`src/rtl/hilo_muldiv_unit_pkg.sv`:
```
// Shared op codes and FSM encodings for the HI/LO multiply/divide unit.
package hilo_muldiv_unit_pkg;

  typedef enum logic [2:0] {
    MD_MULT  = 3'd0,
    MD_MULTU = 3'd1,
    MD_DIV   = 3'd2,
    MD_DIVU  = 3'd3,
    MD_MTHI  = 3'd4,
    MD_MTLO  = 3'd5
  } md_op_e;

  typedef enum logic [1:0] {
    S_IDLE = 2'd0,
    S_MUL  = 2'd1,
    S_DIV  = 2'd2,
    S_FIN  = 2'd3
  } state_e;

  function automatic logic op_is_arith(input logic [2:0] op);
    return (op == MD_MULT) || (op == MD_MULTU) || (op == MD_DIV) || (op == MD_DIVU);
  endfunction

  function automatic logic op_is_div(input logic [2:0] op);
    return (op == MD_DIV) || (op == MD_DIVU);
  endfunction

  function automatic logic op_is_signed(input logic [2:0] op);
    return (op == MD_MULT) || (op == MD_DIV);
  endfunction

endpackage

```
`src/rtl/muldiv_iter_core.sv`:
```
// One radix-2 step of shift-add multiply and restoring divide on a 2*WIDTH accumulator.
module muldiv_iter_core #(
  parameter int WIDTH = 32
) (
  input  logic [2*WIDTH-1:0] i_acc,
  input  logic [WIDTH-1:0]   i_opnd,
  output logic [2*WIDTH-1:0] o_mul_acc,
  output logic [2*WIDTH-1:0] o_div_acc
);

  logic [WIDTH:0] w_sum;
  logic [WIDTH:0] w_rem_sh;
  logic [WIDTH:0] w_diff;

  // Multiply: acc = {partial product, remaining multiplier bits}; add then shift right.
  assign w_sum     = {1'b0, i_acc[2*WIDTH-1:WIDTH]} + (i_acc[0] ? {1'b0, i_opnd} : '0);
  assign o_mul_acc = {w_sum, i_acc[WIDTH-1:1]};

  // Divide: acc = {remainder, dividend bits/quotient}; shift left, trial subtract.
  assign w_rem_sh  = i_acc[2*WIDTH-1:WIDTH-1];
  assign w_diff    = w_rem_sh - {1'b0, i_opnd};
  assign o_div_acc = w_diff[WIDTH] ? {w_rem_sh[WIDTH-1:0], i_acc[WIDTH-2:0], 1'b0}
                                   : {w_diff[WIDTH-1:0],   i_acc[WIDTH-2:0], 1'b1};

endmodule

```
`src/rtl/hilo_muldiv_unit.sv`:
```
// HI/LO register file with an iterative multiply/divide engine and pipeline stall/flush.
module hilo_muldiv_unit
  import hilo_muldiv_unit_pkg::*;
#(
  parameter  int WIDTH = 32,
  localparam int CNT_W = $clog2(WIDTH) + 1
) (
  input  logic             i_clk,
  input  logic             i_rst,
  input  logic             i_start,
  input  logic [2:0]       i_op,
  input  logic [WIDTH-1:0] i_src_a,
  input  logic [WIDTH-1:0] i_src_b,
  input  logic             i_flush,
  output logic             o_stall,
  output logic             o_done,
  output logic [WIDTH-1:0] o_hi,
  output logic [WIDTH-1:0] o_lo
);

  state_e             r_state, w_next;
  logic [CNT_W-1:0]   r_cnt;
  logic [2*WIDTH-1:0] r_acc;
  logic [WIDTH-1:0]   r_opnd;
  logic [WIDTH-1:0]   r_hi, r_lo;
  logic               r_neg_lo, r_neg_hi, r_is_div, r_dz, r_done;

  logic               w_arith, w_div, w_dz, w_a_neg, w_b_neg, w_last;
  logic [WIDTH-1:0]   w_abs_a, w_abs_b;
  logic [2*WIDTH-1:0] w_mul_acc, w_div_acc, w_prod;
  logic [WIDTH-1:0]   w_quo, w_rem, w_res_hi, w_res_lo;

  assign w_arith = i_start && op_is_arith(i_op);
  assign w_div   = op_is_div(i_op);
  assign w_dz    = w_div && (i_src_b == '0);
  assign w_a_neg = op_is_signed(i_op) && i_src_a[WIDTH-1];
  assign w_b_neg = op_is_signed(i_op) && i_src_b[WIDTH-1];
  assign w_abs_a = w_a_neg ? -i_src_a : i_src_a;
  assign w_abs_b = w_b_neg ? -i_src_b : i_src_b;
  assign w_last  = (r_cnt == CNT_W'(WIDTH - 1));

  muldiv_iter_core #(.WIDTH(WIDTH)) u_core (
    .i_acc     (r_acc),
    .i_opnd    (r_opnd),
    .o_mul_acc (w_mul_acc),
    .o_div_acc (w_div_acc)
  );

  // Sign correction on the unsigned result; most-negative / -1 wraps naturally.
  assign w_prod = r_neg_lo ? -r_acc : r_acc;
  assign w_quo  = r_neg_lo ? -r_acc[WIDTH-1:0] : r_acc[WIDTH-1:0];
  assign w_rem  = r_neg_hi ? -r_acc[2*WIDTH-1:WIDTH] : r_acc[2*WIDTH-1:WIDTH];

  always_comb begin
    w_res_hi = w_prod[2*WIDTH-1:WIDTH];
    w_res_lo = w_prod[WIDTH-1:0];
    if (r_dz) begin
      w_res_hi = r_acc[WIDTH-1:0];
      w_res_lo = '1;
    end else if (r_is_div) begin
      w_res_hi = w_rem;
      w_res_lo = w_quo;
    end
  end

  always_ff @(posedge i_clk) begin
    if (i_rst) r_state <= S_IDLE;
    else       r_state <= w_next;
  end

  always_comb begin
    w_next  = r_state;
    o_stall = 1'b0;
    if (!i_flush) begin
      case (r_state)
        S_IDLE: begin
          if (w_arith) begin
            o_stall = 1'b1;
            w_next  = w_dz ? S_FIN : (w_div ? S_DIV : S_MUL);
          end
        end
        S_MUL, S_DIV: begin
          o_stall = 1'b1;
          if (w_last) w_next = S_FIN;
        end
        S_FIN: begin
          o_stall = 1'b1;
          w_next  = S_IDLE;
        end
        default: w_next = S_IDLE;
      endcase
    end else begin
      w_next = S_IDLE;
    end
  end

  always_ff @(posedge i_clk) begin
    if (i_rst) begin
      r_cnt    <= '0;
      r_acc    <= '0;
      r_opnd   <= '0;
      r_hi     <= '0;
      r_lo     <= '0;
      r_neg_lo <= 1'b0;
      r_neg_hi <= 1'b0;
      r_is_div <= 1'b0;
      r_dz     <= 1'b0;
      r_done   <= 1'b0;
    end else begin
      r_done <= 1'b0;
      if (!i_flush) begin
        case (r_state)
          S_IDLE: begin
            if (i_start) begin
              case (i_op)
                MD_MTHI: r_hi <= i_src_a;
                MD_MTLO: r_lo <= i_src_a;
                MD_MULT, MD_MULTU: begin
                  r_acc    <= {{WIDTH{1'b0}}, w_abs_b};
                  r_opnd   <= w_abs_a;
                  r_neg_lo <= w_a_neg ^ w_b_neg;
                  r_neg_hi <= 1'b0;
                  r_is_div <= 1'b0;
                  r_dz     <= 1'b0;
                  r_cnt    <= '0;
                end
                MD_DIV, MD_DIVU: begin
                  // Divide by zero keeps the raw dividend so it can be returned in HI.
                  r_acc    <= {{WIDTH{1'b0}}, (w_dz ? i_src_a : w_abs_a)};
                  r_opnd   <= w_abs_b;
                  r_neg_lo <= w_a_neg ^ w_b_neg;
                  r_neg_hi <= w_a_neg;
                  r_is_div <= 1'b1;
                  r_dz     <= w_dz;
                  r_cnt    <= '0;
                end
                default: ;
              endcase
            end
          end
          S_MUL: begin
            r_acc <= w_mul_acc;
            r_cnt <= r_cnt + CNT_W'(1);
          end
          S_DIV: begin
            r_acc <= w_div_acc;
            r_cnt <= r_cnt + CNT_W'(1);
          end
          S_FIN: begin
            r_hi   <= w_res_hi;
            r_lo   <= w_res_lo;
            r_done <= 1'b1;
          end
          default: ;
        endcase
      end
    end
  end

  assign o_done = r_done;
  assign o_hi   = r_hi;
  assign o_lo   = r_lo;

endmodule

```
`config.mk`:
```
export PLATFORM = sky130hd
export DESIGN_NAME = hilo_muldiv_unit
export DESIGN_NICKNAME = d
export VERILOG_FILES = /design/src/rtl/hilo_muldiv_unit_pkg.sv /design/src/rtl/muldiv_iter_core.sv /design/src/rtl/hilo_muldiv_unit.sv
export SDC_FILE = /design/constraint.sdc
export NUM_CORES = 1
export LEC_CHECK = 0
export CORE_ASPECT_RATIO = 0.5
export CORE_MARGIN = 1
export CORE_UTILIZATION = 25
export DETAILED_ROUTE_END_ITERATION = 8
export SYNTH_ARGS = -nofsm -noshare
export SYNTH_HDL_FRONTEND = slang
export SYNTH_SLANG_ARGS = --single-unit
export TNS_END_PERCENT = 50
```
`constraint.sdc`:
```
create_clock -name i_clk -period 5.6 [get_ports i_clk]
set_clock_uncertainty 0.2 [all_clocks]
set_input_delay 0.84 -clock i_clk [delete_from_list [all_inputs] [get_ports i_clk]]
set_output_delay 0.84 -clock i_clk [all_outputs]
set_load 0.01 [all_outputs]
```
Word level (Yosys, flattened, before mapping)

Index checks and enable logic that the tools add are counted.

Register bits after elaboration: 173
Input bits: 71
Output and inout port bits: 66

Add/subtract/negate cells: 8
Equal/unequal tests: 16
Muxes and demuxes: 37
Bitwise gates (word level): 2
Reduce and logical (&&, ||, !) cells: 29

Operators by type and width:

| kind                  | number |
|---|---|
| $mux W32              | 14 |
| $mux W64              | 3 |
| $pmux W32 S2          | 3 |
| $pmux W64 S3          | 1 |
| $neg A32 Y32          | 4 |
| $pmux W64 S2          | 1 |
| $neg A64 Y64          | 1 |
| $add A32 B33 Y33      | 1 |
| $sub A33 B32 Y33      | 1 |
| $logic_not A32 Y1     | 1 |
| $reduce_and A4 Y1     | 6 |
| $mux W6               | 2 |
| $pmux W6 S2           | 1 |
| $mux W2               | 4 |
| $pmux W1 S2           | 4 |
| $reduce_or A2 Y1      | 4 |
| $add A6 B1 Y6 const B | 1 |
| $eq A3 B2 Y1 const B  | 2 |
| $eq A3 B3 Y1 const B  | 2 |
| $eq A6 B5 Y1 const B  | 1 |
| $ne A2 B1 Y1 const B  | 3 |
| $ne A2 B2 Y1 const B  | 3 |
| $pmux W2 S3           | 1 |
| $reduce_bool A2 Y1    | 3 |
| other kinds (15)      | 25 |

Depth between registers and ports, before layout

Gate-level depths: netlist (run 1).

Depth in word-level cells: 8
Gate-level depth with buffers: 16
Mapped depth without buffers: 14

Hierarchy

Synthesis (run 1) repeated with hierarchy kept, for this count alone.

Cells, all modules: 2,311
Area, all modules: 16,759.8 µm²

By module, submodules not included:

| module           | instances | cells each | area an instance (µm²) | seq. area each (µm²) |
|---|---|---|---|---|
| hilo_muldiv_unit | 1         | 1,656      | 12,119.1               | 3,463.3 |
| muldiv_iter_core | 1         | 655        | 4,640.7                | 0.0 |

Worst setup path before layout (run 1)

Ideal clock, no wire load.

Path type: input -> register
Start: input port i_src_b[15]
End: register r_acc[11]
Setup time: 119 ps
Data arrival time: 3,246 ps
Required time: 5,281 ps
Setup slack: 2,035 ps
Stages: 11
Buffers on the path: 1
Path through: or4_1 -> or4_1 -> nor4_1 -> and4b_1 -> clkbuf_1 -> nor2_1 -> xor2_1 -> nor2_1 -> a21oi_1 -> o21ai_0 -> nand2_1

Longest elaborated chain between the ends: 6

Ends and longest elaborated chain:

| what                 | line                    | source |
|---|---|---|
| start, declared      | hilo_muldiv_unit.sv:13  | `input logic [WIDTH-1:0] i_src_b,` |
| $logic_not A32 Y1    | hilo_muldiv_unit.sv:35  | `assign w_dz = w_div && (i_src_b == '0);` |
| $logic_and A1 B1 Y1  | hilo_muldiv_unit.sv:35  |  |
| $mux W32             | hilo_muldiv_unit.sv:129 | `r_acc <= {{WIDTH{1'b0}}, (w_dz ? i_src_a : w_abs_a)};` |
| $pmux W64 S2         | hilo_muldiv_unit.sv:115 | `case (i_op)` |
| $mux W64             | hilo_muldiv_unit.sv:114 | `if (i_start) begin` |
| $pmux W64 S3         | hilo_muldiv_unit.sv:112 | `case (r_state)` |
| end signal, assigned | hilo_muldiv_unit.sv:119 | `r_acc <= {{WIDTH{1'b0}}, w_abs_b};` |
| end signal, assigned | hilo_muldiv_unit.sv:129 |  |
| end signal, assigned | hilo_muldiv_unit.sv:142 | `r_acc <= w_mul_acc;` |
| end, declared        | hilo_muldiv_unit.sv:23  | `logic [2*WIDTH-1:0] r_acc;` |

Every way passes these cells. The select of a mux whose other input is x is not followed.
A chain may end at the register's enable or synchronous reset.

Worst setup path in the final report (run 1)

Start: register r_acc[0]
End: register r_acc[61]

Longest elaborated chain between the ends: 3

Ends and longest elaborated chain:

| what             | line                    | source |
|---|---|---|
| $mux W32         | muldiv_iter_core.sv:16  | `assign w_sum = {1'b0, i_acc[2*WIDTH-1:WIDTH]} + (i_acc[0] ? {1'b0, i_opnd} : '0);` |
| $add A32 B33 Y33 | muldiv_iter_core.sv:16  |  |
| $pmux W64 S3     | hilo_muldiv_unit.sv:112 |  |

Every way passes these cells.

==> flow_metrics.env, run 1 <==
export IMPL_drt_first_pass_iters=5
export IMPL_max_cap_violations=0
export IMPL_post_cts_buffers=0
export IMPL_numCtsBuffers=17
export IMPL_syn2layout_area_growth_pct=17.5
export IMPL_period_share=0.775
export IMPL_grt_pass1_wl_microns=94300
export IMPL_path_max_fanout=7
export IMPL_rows=63
export IMPL_hpwlAfterDp_microns=47800
export IMPL_ys_ff_latch=173
export IMPL_ys_types=75
export IMPL_synth_fp_nets=2258
export IMPL_syn_area_sq_mm=0.0151
export IMPL_die_area_sq_mm=0.0616
export IMPL_cts_resized_gates=0
export IMPL_io_pins=137
export IMPL_synthDominantCellAreaShare=0.229
export IMPL_port_buffers=136
export IMPL_utilization=0.299
export IMPL_period_needed_ps=4340
export IMPL_final_net_count=2288
export IMPL_met1_usage=0.266
export IMPL_async_reset_ff_frac=0
export IMPL_tns_ps=0
export IMPL_die_h_microns=176
export IMPL_post_route_cell_area_sq_mm=0.0178
export IMPL_use_met2=0.317
export IMPL_gp_congestion=0.950
export IMPL_rsz0062_at_grt="no"
export IMPL_synth_ff_type="dfxtp_1"
export IMPL_synth_edf_count=0
export IMPL_syn_inst=2111
export IMPL_p_leak_nw=6.51
export IMPL_initial_core_util=0.254
export IMPL_cts_buffer_depth=2
export IMPL_finalHoldViolations=0
export IMPL_vias=16400
export IMPL_ys_warn_count=0
export IMPL_placedCellCount=2934
export IMPL_tightest_slew_ps=1200
export IMPL_yosys_top_cells_count="nand2_1, nor2_1, a21oi_1, dfxtp_1, clkbuf_1"
export IMPL_fin_cells=2965
export IMPL_ir_drop_mv=0.237
export IMPL_setup_viol=0
export IMPL_overflow=0
export IMPL_hold_class="reg -> reg"
export IMPL_remaining_drc_errors=0
export IMPL_cts_tree="yes"
export IMPL_synth_seq_area_share=0.229
export IMPL_final_layout_size_suffix_gt1_frac=0.0483
export IMPL_cts_sinks=173
export IMPL_postCtsHoldBufs=0
export IMPL_max_freq_mhz=230
export IMPL_routed_wl_microns=63200
export IMPL_postPlaceCellArea_sq_mm=0.0172
export IMPL_clkTransAtPathRegs_ps=80
export IMPL_drt_initial_drc_count=1805
export IMPL_synth_area_leaders="dfxtp_1, a21oi_1, nand2_1"
export IMPL_yosysMostFrequentCell="nand2_1"
export IMPL_cts_root_buf="clkbuf_16"
export IMPL_slew_viol_final=0
export IMPL_arrival_ps=4510
export IMPL_total_power_mw=3.51
export IMPL_syn_avg_cell_area_sq_um=7.17
export IMPL_grt_pass1_vias=14900
export IMPL_grt_most_used_layer="met2"
export IMPL_cp_start_kind="flop"
export IMPL_critPathKind="reg -> reg"
export IMPL_grt_usage=0.200
export IMPL_clk_latency_ps=470
export IMPL_grt_max_degree=68
export IMPL_slew_limit_headroom=0.197
export IMPL_nFillCells=6470
export IMPL_cellPowerDensity_mw_per_mm2=197
export IMPL_final_antenna_net_count=0
export IMPL_vias_per_cell=5.53
export IMPL_outcome="finished clean"
export IMPL_wl_per_cell_microns=21.3
export IMPL_met3_usage=0.0362
export IMPL_required_ps=5770
export IMPL_placeableCoreArea_sq_mm=0.0595
export IMPL_worstSetupEndpointType="flop"
export IMPL_cts_htree_levels=4
export IMPL_die_w_microns=350
export IMPL_synth_top_area_cell="dfxtp_1"
export IMPL_antenna_found_initial=3
[flip-flops by register name, indices dropped and copies added, names as in the netlist]
name and count:
o_done 1, o_hi 32, o_lo 32, r_acc 64, r_cnt 6, r_dz 1
r_is_div 1, r_neg_hi 1, r_neg_lo 1, r_opnd 32, r_state 2
[stage by stage]
stage / worst slack [ps] / hold WS (ps)
floorplan: 2040 / 232
global placement: 1250 / 233
detailed placement: 1210 / 233
CTS: 1370 / 242
global route: 1050 / 276
finish: 1260 / 242
[critical path: stages, from the launching register on]
cell      delay, ps
dfxtp_1         330
buf_4           220
and2_1          150
ha_1            190
inv_1            60
fa_1            410
nand2b_1        190
a21oi_1         150
a211oi_1        130
o21ai_0         590
a31oi_1         320
nor4_1          580
nor2_1          120
a211o_1         290
xor2_1          140
o211ai_1        160
[kinds of logic (layout without fill, tap and decap cells)]
logic type / after synthesis / after routing / share of synthesized area
AOI/OAI and AO/OA: 688 / 688 / 0.299
xor gates and xnor gates: 193 / 193 / 0.112
adders and majority gates: 76 / 76 / 0.0638
buffers and inverters: 244 / 285 / 0.0619
DFF: 173 / 173 / 0.229
muxes: 35 / 35 / 0.0233
other: 0 / 1 / 0
and+or+nand+nor: 702 / 702 / 0.211
[per-layer routing]
layer,routed length (microns),up-vias
li1,-,7683
met1,27700,7900
met2,28500,684
met3,4520,132
met4,2480,0
met5,0,-
[cell usage in the layout (no fill, tap or decap), types with 18 or more instances in the layout]
| cell type | n |
|---|---|
| nor2_1 | 217 |
| o221ai_1 | 39 |
| xnor2_1 | 101 |
| o211ai_1 | 37 |
| a21oi_1 | 195 |
| o31ai_1 | 27 |
| o21ai_0 | 127 |
| a22o_1 | 25 |
| nand2b_1 | 25 |
| a211oi_1 | 39 |
| clkdlybuf4s50_1 | 134 |
| a221oi_1 | 18 |
| or3_1 | 24 |
| buf_4 | 48 |
| nor3_1 | 51 |
| a21o_1 | 33 |
| a22oi_1 | 38 |
| dfxtp_1 | 173 |
| nand2_1 | 251 |
| inv_1 | 72 |
| xor2_1 | 92 |
| a31oi_1 | 22 |
| mux2i_1 | 33 |
| nand3_1 | 37 |
| ha_1 | 73 |
[area by class of cell]
cell class / instances / area [sq um] / share of cell area
repair buffers: 183 / 1710 / 0.0960
clock buffers: 18 / 439 / 0.0247
multi-input cells: 1694 / 10700 / 0.605
clock inverters: 12 / 134 / 0.00753
diodes: 1 / 2.50 / 0.000141
well taps: 812 / 1020 / 0.0571
inverters: 72 / 270 / 0.0152
flip-flops and latches: 173 / 3460 / 0.195
[path summary, 6_finish.rpt]
check	from	end	slack, ps	cells past startpoint
min	o_hi[8]	o_hi[8]	240	2
min reg2reg	o_hi[8]	o_hi[8]	240	2
max reg2reg	r_acc[0]	r_acc[61]	1260	15
max	r_acc[0]	r_acc[61]	1260	15
[report_power, final]
group	internal (mW)	leakage [nW]	switching [mW]	total, mW
Sequential	1.27	1.40	0.0631	1.33
Combinational	0.364	4.84	0.585	0.949
Clock	0.633	0.274	0.595	1.23
Total	2.27	6.51	1.24	3.51
(Power assumes the default switching activity.)
==> run 2, diff against run 1 <==
Clock period 5.6 ns to 4.35 ns, I/O delays scaled along.
==> run 2 against run 1 <==
  * Sequential cell count unchanged
  * Sequential power increased by 28%
  * First-iteration DRC count increased by 9.1%
  * Non-clock buffer count increased by 92
  * Setup slack got worse by 920 ps
  * Largest cell class unchanged
==> flow_metrics.env, run 2 (synthesized netlist as in run 1, its figures left out) <==
export IMPL_outcome="finished clean"
export IMPL_final_antenna_net_count=0
export IMPL_finalHoldViolations=0
export IMPL_final_net_count=2380
export IMPL_rows=63
export IMPL_fin_cells=3057
export IMPL_max_freq_mhz=249
export IMPL_final_cell_mix="nand2_1, nor2_1, a21oi_1, dfxtp_1, buf_4"
export IMPL_postPlaceCellArea_sq_mm=0.0179
export IMPL_slowest_delay_ps=760
export IMPL_grt_pass1_vias=15600
export IMPL_cts_buffer_depth=2
export IMPL_regMostFlops="r_acc"
export IMPL_cts_sinks=173
export IMPL_r2r_end="o_hi[21]"
export IMPL_drt_first_pass_iters=6
export IMPL_whs_ps=252
export IMPL_final_layout_size_suffix_gt1_frac=0.0873
export IMPL_nFillCells=6389
export IMPL_drt_initial_drc_count=1970
export IMPL_remaining_drc_errors=0
export IMPL_largest_reg_flops=64
export IMPL_cts_htree_levels=4
export IMPL_period_share=0.923
export IMPL_die_area_sq_mm=0.0616
export IMPL_die_w_microns=350
export IMPL_postCtsHoldBufs=0
export IMPL_routed_wl_microns=65600
export IMPL_total_power_mw=4.65
export IMPL_critPathKind="reg -> reg"
export IMPL_tightest_slew_ps=1070
export IMPL_rsz0062_at_grt="no"
export IMPL_place_ws_ps=156
export IMPL_r2r_cells=11
export IMPL_clk_latency_ps=460
export IMPL_slowest_stage="nor4_1"
export IMPL_post_route_cell_area_sq_mm=0.0185
export IMPL_post_cts_buffers=0
export IMPL_cts_root_buf="clkbuf_16"
export IMPL_rr_startpoint="r_acc[4]"
export IMPL_max_cap_violations=0
export IMPL_p_leak_nw=7.00
export IMPL_clkTransAtPathRegs_ps=80
export IMPL_hold_class="reg -> reg"
export IMPL_n_antenna_cell=0
export IMPL_path_cells="nor4_1, nand3_1, nor4_2, buf_4, a31oi_2, nand2b_1, o41ai_1, xor2_1, nor2_1, a21oi_1, o31ai_1"
export IMPL_vias_per_cell=5.53
export IMPL_port_buffers=136
export IMPL_cellPowerDensity_mw_per_mm2=251
export IMPL_hp_start="o_hi[30]"
export IMPL_seq_area_sq_mm=0.00346
export IMPL_slew_viol_final=0
export IMPL_fin_ws_ps=337
export IMPL_gp_congestion=0.952
export IMPL_die_h_microns=176
export IMPL_worstSetupEndpointType="flop"
export IMPL_tns_ps=0
export IMPL_numCtsBuffers=17
export IMPL_vias=16900
export IMPL_required_ps=4480
export IMPL_cts_tree="yes"
export IMPL_path_max_fanout=10
export IMPL_worstHoldEndpoint="o_hi[30]"
export IMPL_placeableCoreArea_sq_mm=0.0595
export IMPL_overflow=0
export IMPL_multiInputGateArea_sq_mm=0.0107
export IMPL_period_needed_ps=4010
export IMPL_grt_pass1_wl_microns=98200
export IMPL_ir_drop_mv=0.294
export IMPL_grt_usage=0.208
export IMPL_utilization=0.311
export IMPL_slew_limit_headroom=0.286
export IMPL_cp_start_kind="flop"
export IMPL_placedCellCount=3026
export IMPL_layout_commonest_cell="nand2_1"
export IMPL_cts_resized_gates=0
export IMPL_initial_core_util=0.254
export IMPL_hpwlAfterDp_microns=50500
export IMPL_setup_viol=0
export IMPL_arrival_ps=4150
export IMPL_io_pins=137
export IMPL_syn2layout_area_growth_pct=22.4
export IMPL_wl_per_cell_microns=21.5
export IMPL_antenna_found_initial=1
export IMPL_r2r_setup_slack_ps=340
export IMPL_whs_path_depth=2
export IMPL_grt_max_degree=66
run 2: where the power goes:
| part | leakage (nW) | switching, mW | internal, mW |
|---|---|---|---|
| combinational | 5.31 | 0.799 | 0.511 |
| sequential | 1.40 | 0.0615 | 1.64 |
| clock | 0.285 | 0.769 | 0.876 |
| total | 7.00 | 1.63 | 3.02 |
run 2: worst max-delay path: cells and delay by family, from the launching register on:
| family | cells | cell delay [ps] |
|---|---|---|
| buffers and inverters | 1 | 190 |
| and+or+nand+nor | 5 | 1930 |
| AOI/OAI and AO/OA | 4 | 800 |
| DFF | 1 | 430 |
| xor gates and xnor gates | 1 | 320 |
run 2: per-layer routing:
metal | vias to the layer above | track usage | share of wire
li1 | 7853 | - | -
met1 | 8138 | 0.278 | 0.42
met2 | 794 | 0.340 | 0.46
met3 | 128 | 0.0309 | 0.082
met4 | 0 | 0.0753 | 0.036
met5 | - | 0 | 0
run 2: how the worst max path moves through the flow:
stage | from | to | slack [ps] | depth (start not counted)
final | r_acc[4] | o_hi[21] | 340 | 11
after global routing | r_acc[33] | o_hi[20] | 100 | 13
after CTS | r_acc[32] | r_acc[61] | 480 | 16
after detailed placement | i_src_b[12] | r_acc[29] | 160 | 10
after global placement | i_src_b[14] | r_acc[29] | 190 | 10
after floorplan | r_acc[50] | r_acc[62] | 790 | 13
run 2: layout make-up:
cell class	instances	share of cell area
clock inverter	12	0.00838
timing repair buffer	275	0.131
multi-input combinational	1694	0.580
inverter	72	0.0146
tap	812	0.0549
clock buffer	19	0.0239
sequential	173	0.187
==> run 3, diff against run 2 <==
Settings changed: HOLD_SLACK_MARGIN set to 0.1, SETUP_SLACK_MARGIN set to 0.5.
==> run 3 against run 2 <==
  * Clock-buffer cell count stayed put
  * Total power is 1.1% higher
  * Core utilization increased by 0.24 points
  * Clock power hardly changed
  * Combinational power is 4% higher
  * Non-clock buffer count increased by 4
  * Via count is 0.20% higher
  * Die area unchanged
  * Critical path type is now in -> reg
  * Critical endpoint is now r_acc[29]
==> flow_metrics.env, run 3 (synthesized netlist as in run 1, its figures left out) <==
export IMPL_outcome="finished clean"
export IMPL_period_share=0.859
export IMPL_path_cells="clkdlybuf4s50_1, or4_1, or4_1, or4_1, nor3_1, a21oi_1, xnor2_1, a21oi_1, o21ai_0, a211oi_1"
export IMPL_routed_wl_microns=66100
export IMPL_gp_congestion=0.952
export IMPL_period_needed_ps=3740
export IMPL_final_cell_mix="nand2_1, nor2_1, a21oi_1, dfxtp_1, buf_4"
export IMPL_slowest_delay_ps=590
export IMPL_cts_htree_levels=4
export IMPL_rows=63
export IMPL_nFillCells=6382
export IMPL_die_w_microns=350
export IMPL_cts_buffer_depth=2
export IMPL_ir_drop_mv=0.295
export IMPL_syn2layout_area_growth_pct=23.4
export IMPL_grt_max_degree=66
export IMPL_die_h_microns=176
export IMPL_layout_commonest_cell="nand2_1"
export IMPL_rsz0062_at_grt="yes"
export IMPL_clk_latency_ps=470
export IMPL_cellPowerDensity_mw_per_mm2=252
export IMPL_slew_limit_headroom=0.301
export IMPL_finalHoldViolations=0
export IMPL_port_buffers=136
export IMPL_slew_viol_final=0
export IMPL_largest_reg_flops=64
export IMPL_placedCellCount=3026
export IMPL_placeableCoreArea_sq_mm=0.0595
export IMPL_grt_pass1_wl_microns=98200
export IMPL_max_freq_mhz=268
export IMPL_worstSetupEndpointType="flop"
export IMPL_io_pins=137
export IMPL_fin_cells=3061
export IMPL_required_ps=4530
export IMPL_tightest_slew_ps=1050
export IMPL_numCtsBuffers=17
export IMPL_final_antenna_net_count=0
export IMPL_final_net_count=2384
export IMPL_cts_sinks=173
export IMPL_antenna_found_initial=1
export IMPL_hold_class="reg -> reg"
export IMPL_grt_pass1_vias=15600
export IMPL_cts_tree="yes"
export IMPL_grt_usage=0.208
export IMPL_cp_common_cell="or4_1"
export IMPL_path_max_fanout=5
export IMPL_die_area_sq_mm=0.0616
export IMPL_slowest_stage="or4_1"
export IMPL_overflow=0
export IMPL_drt_first_pass_iters=7
export IMPL_vias_per_cell=5.54
export IMPL_cts_root_buf="clkbuf_16"
export IMPL_path_delay_family="simple AND/OR/NAND/NOR gates"
export IMPL_remaining_drc_errors=0
export IMPL_final_layout_size_suffix_gt1_frac=0.0938
export IMPL_max_cap_violations=0
export IMPL_n_antenna_cell=0
export IMPL_regMostFlops="r_acc"
export IMPL_drt_initial_drc_count=1897
export IMPL_clkTransAtPathRegs_ps=70
export IMPL_vias=16900
export IMPL_tns_ps=0
export IMPL_cp_start_kind="input pin"
export IMPL_initial_core_util=0.254
export IMPL_wl_per_cell_microns=21.6
export IMPL_arrival_ps=3910
export IMPL_cp_buffers_inverters=1
export IMPL_critPathKind="in -> reg"
export IMPL_hpwlAfterDp_microns=50500
export IMPL_setup_viol=0
export IMPL_p_leak_nw=7.06
[run 3: repair_timing]
action,in CTS,in global routing
resized for setup,1,18
gates cloned,0,1
buffers inserted,0,3
hold endpoints to repair,0,0
hold buffers,0,0
endpoints found under the setup margin,2,39
[run 3: worst register-to-register path, cell delays in order (launching register included)]
cell and delay (ps):
dfxtp_1 440, nor4_2 540, nand3_1 360, nor4_2 280, buf_4 190, a31oi_2 250
nand2b_1 330, o41ai_1 340, xor2_1 330, nor2_1 120, a21oi_1 150, o31ai_1 70
[run 3: power breakdown]
part | switching [mW] | leakage (nW) | total [mW] | internal [mW]
Combinational | 0.816 | 5.37 | 1.36 | 0.541
Sequential | 0.0624 | 1.40 | 1.70 | 1.64
Clock | 0.770 | 0.285 | 1.65 | 0.876
[run 3: through the flow]
stage	hold slack (ps)	total power, mW	instance area [sq um]	setup slack [ps]	util
floorplan	232	2.50	15100	793	-
global placement	237	3.00	17900	186	0.301
detailed placement	242	3.01	17900	156	0.301
CTS	257	4.63	18500	480	0.311
global route	271	4.86	18700	424	0.314
finish	252	4.70	18700	614	0.314
[run 3: layout make-up]
| cell class | instances | area, sq um | share of cell area |
|---|---|---|---|
| tap | 812 | 1020 | 0.0544 |
| clock inverter | 12 | 155 | 0.00831 |
| timing repair buffer | 279 | 2490 | 0.133 |
| inverter | 72 | 270 | 0.0145 |
| clock buffer | 19 | 443 | 0.0237 |
| multi-input combinational | 1694 | 10800 | 0.580 |
| sequential | 173 | 3470 | 0.186 |
[run 3: routing by layer]
metal	vias up	track usage	part of all wire
met2	754	0.340	0.46
li1	7872	-	-
met5	-	0	0
met1	8199	0.278	0.43
met4	0	0.0753	0.035
met3	122	0.0309	0.078
[run 3: path summary, 6_finish.rpt]
path              cells after the start        end  slack (ps)   startpoint
setup / recovery                     10  r_acc[29]         610  i_src_b[12]
hold / removal                        2   o_hi[30]         250     o_hi[30]
setup reg to reg                     11   o_hi[21]         620     r_acc[4]
hold reg to reg                       2   o_hi[30]         250     o_hi[30]
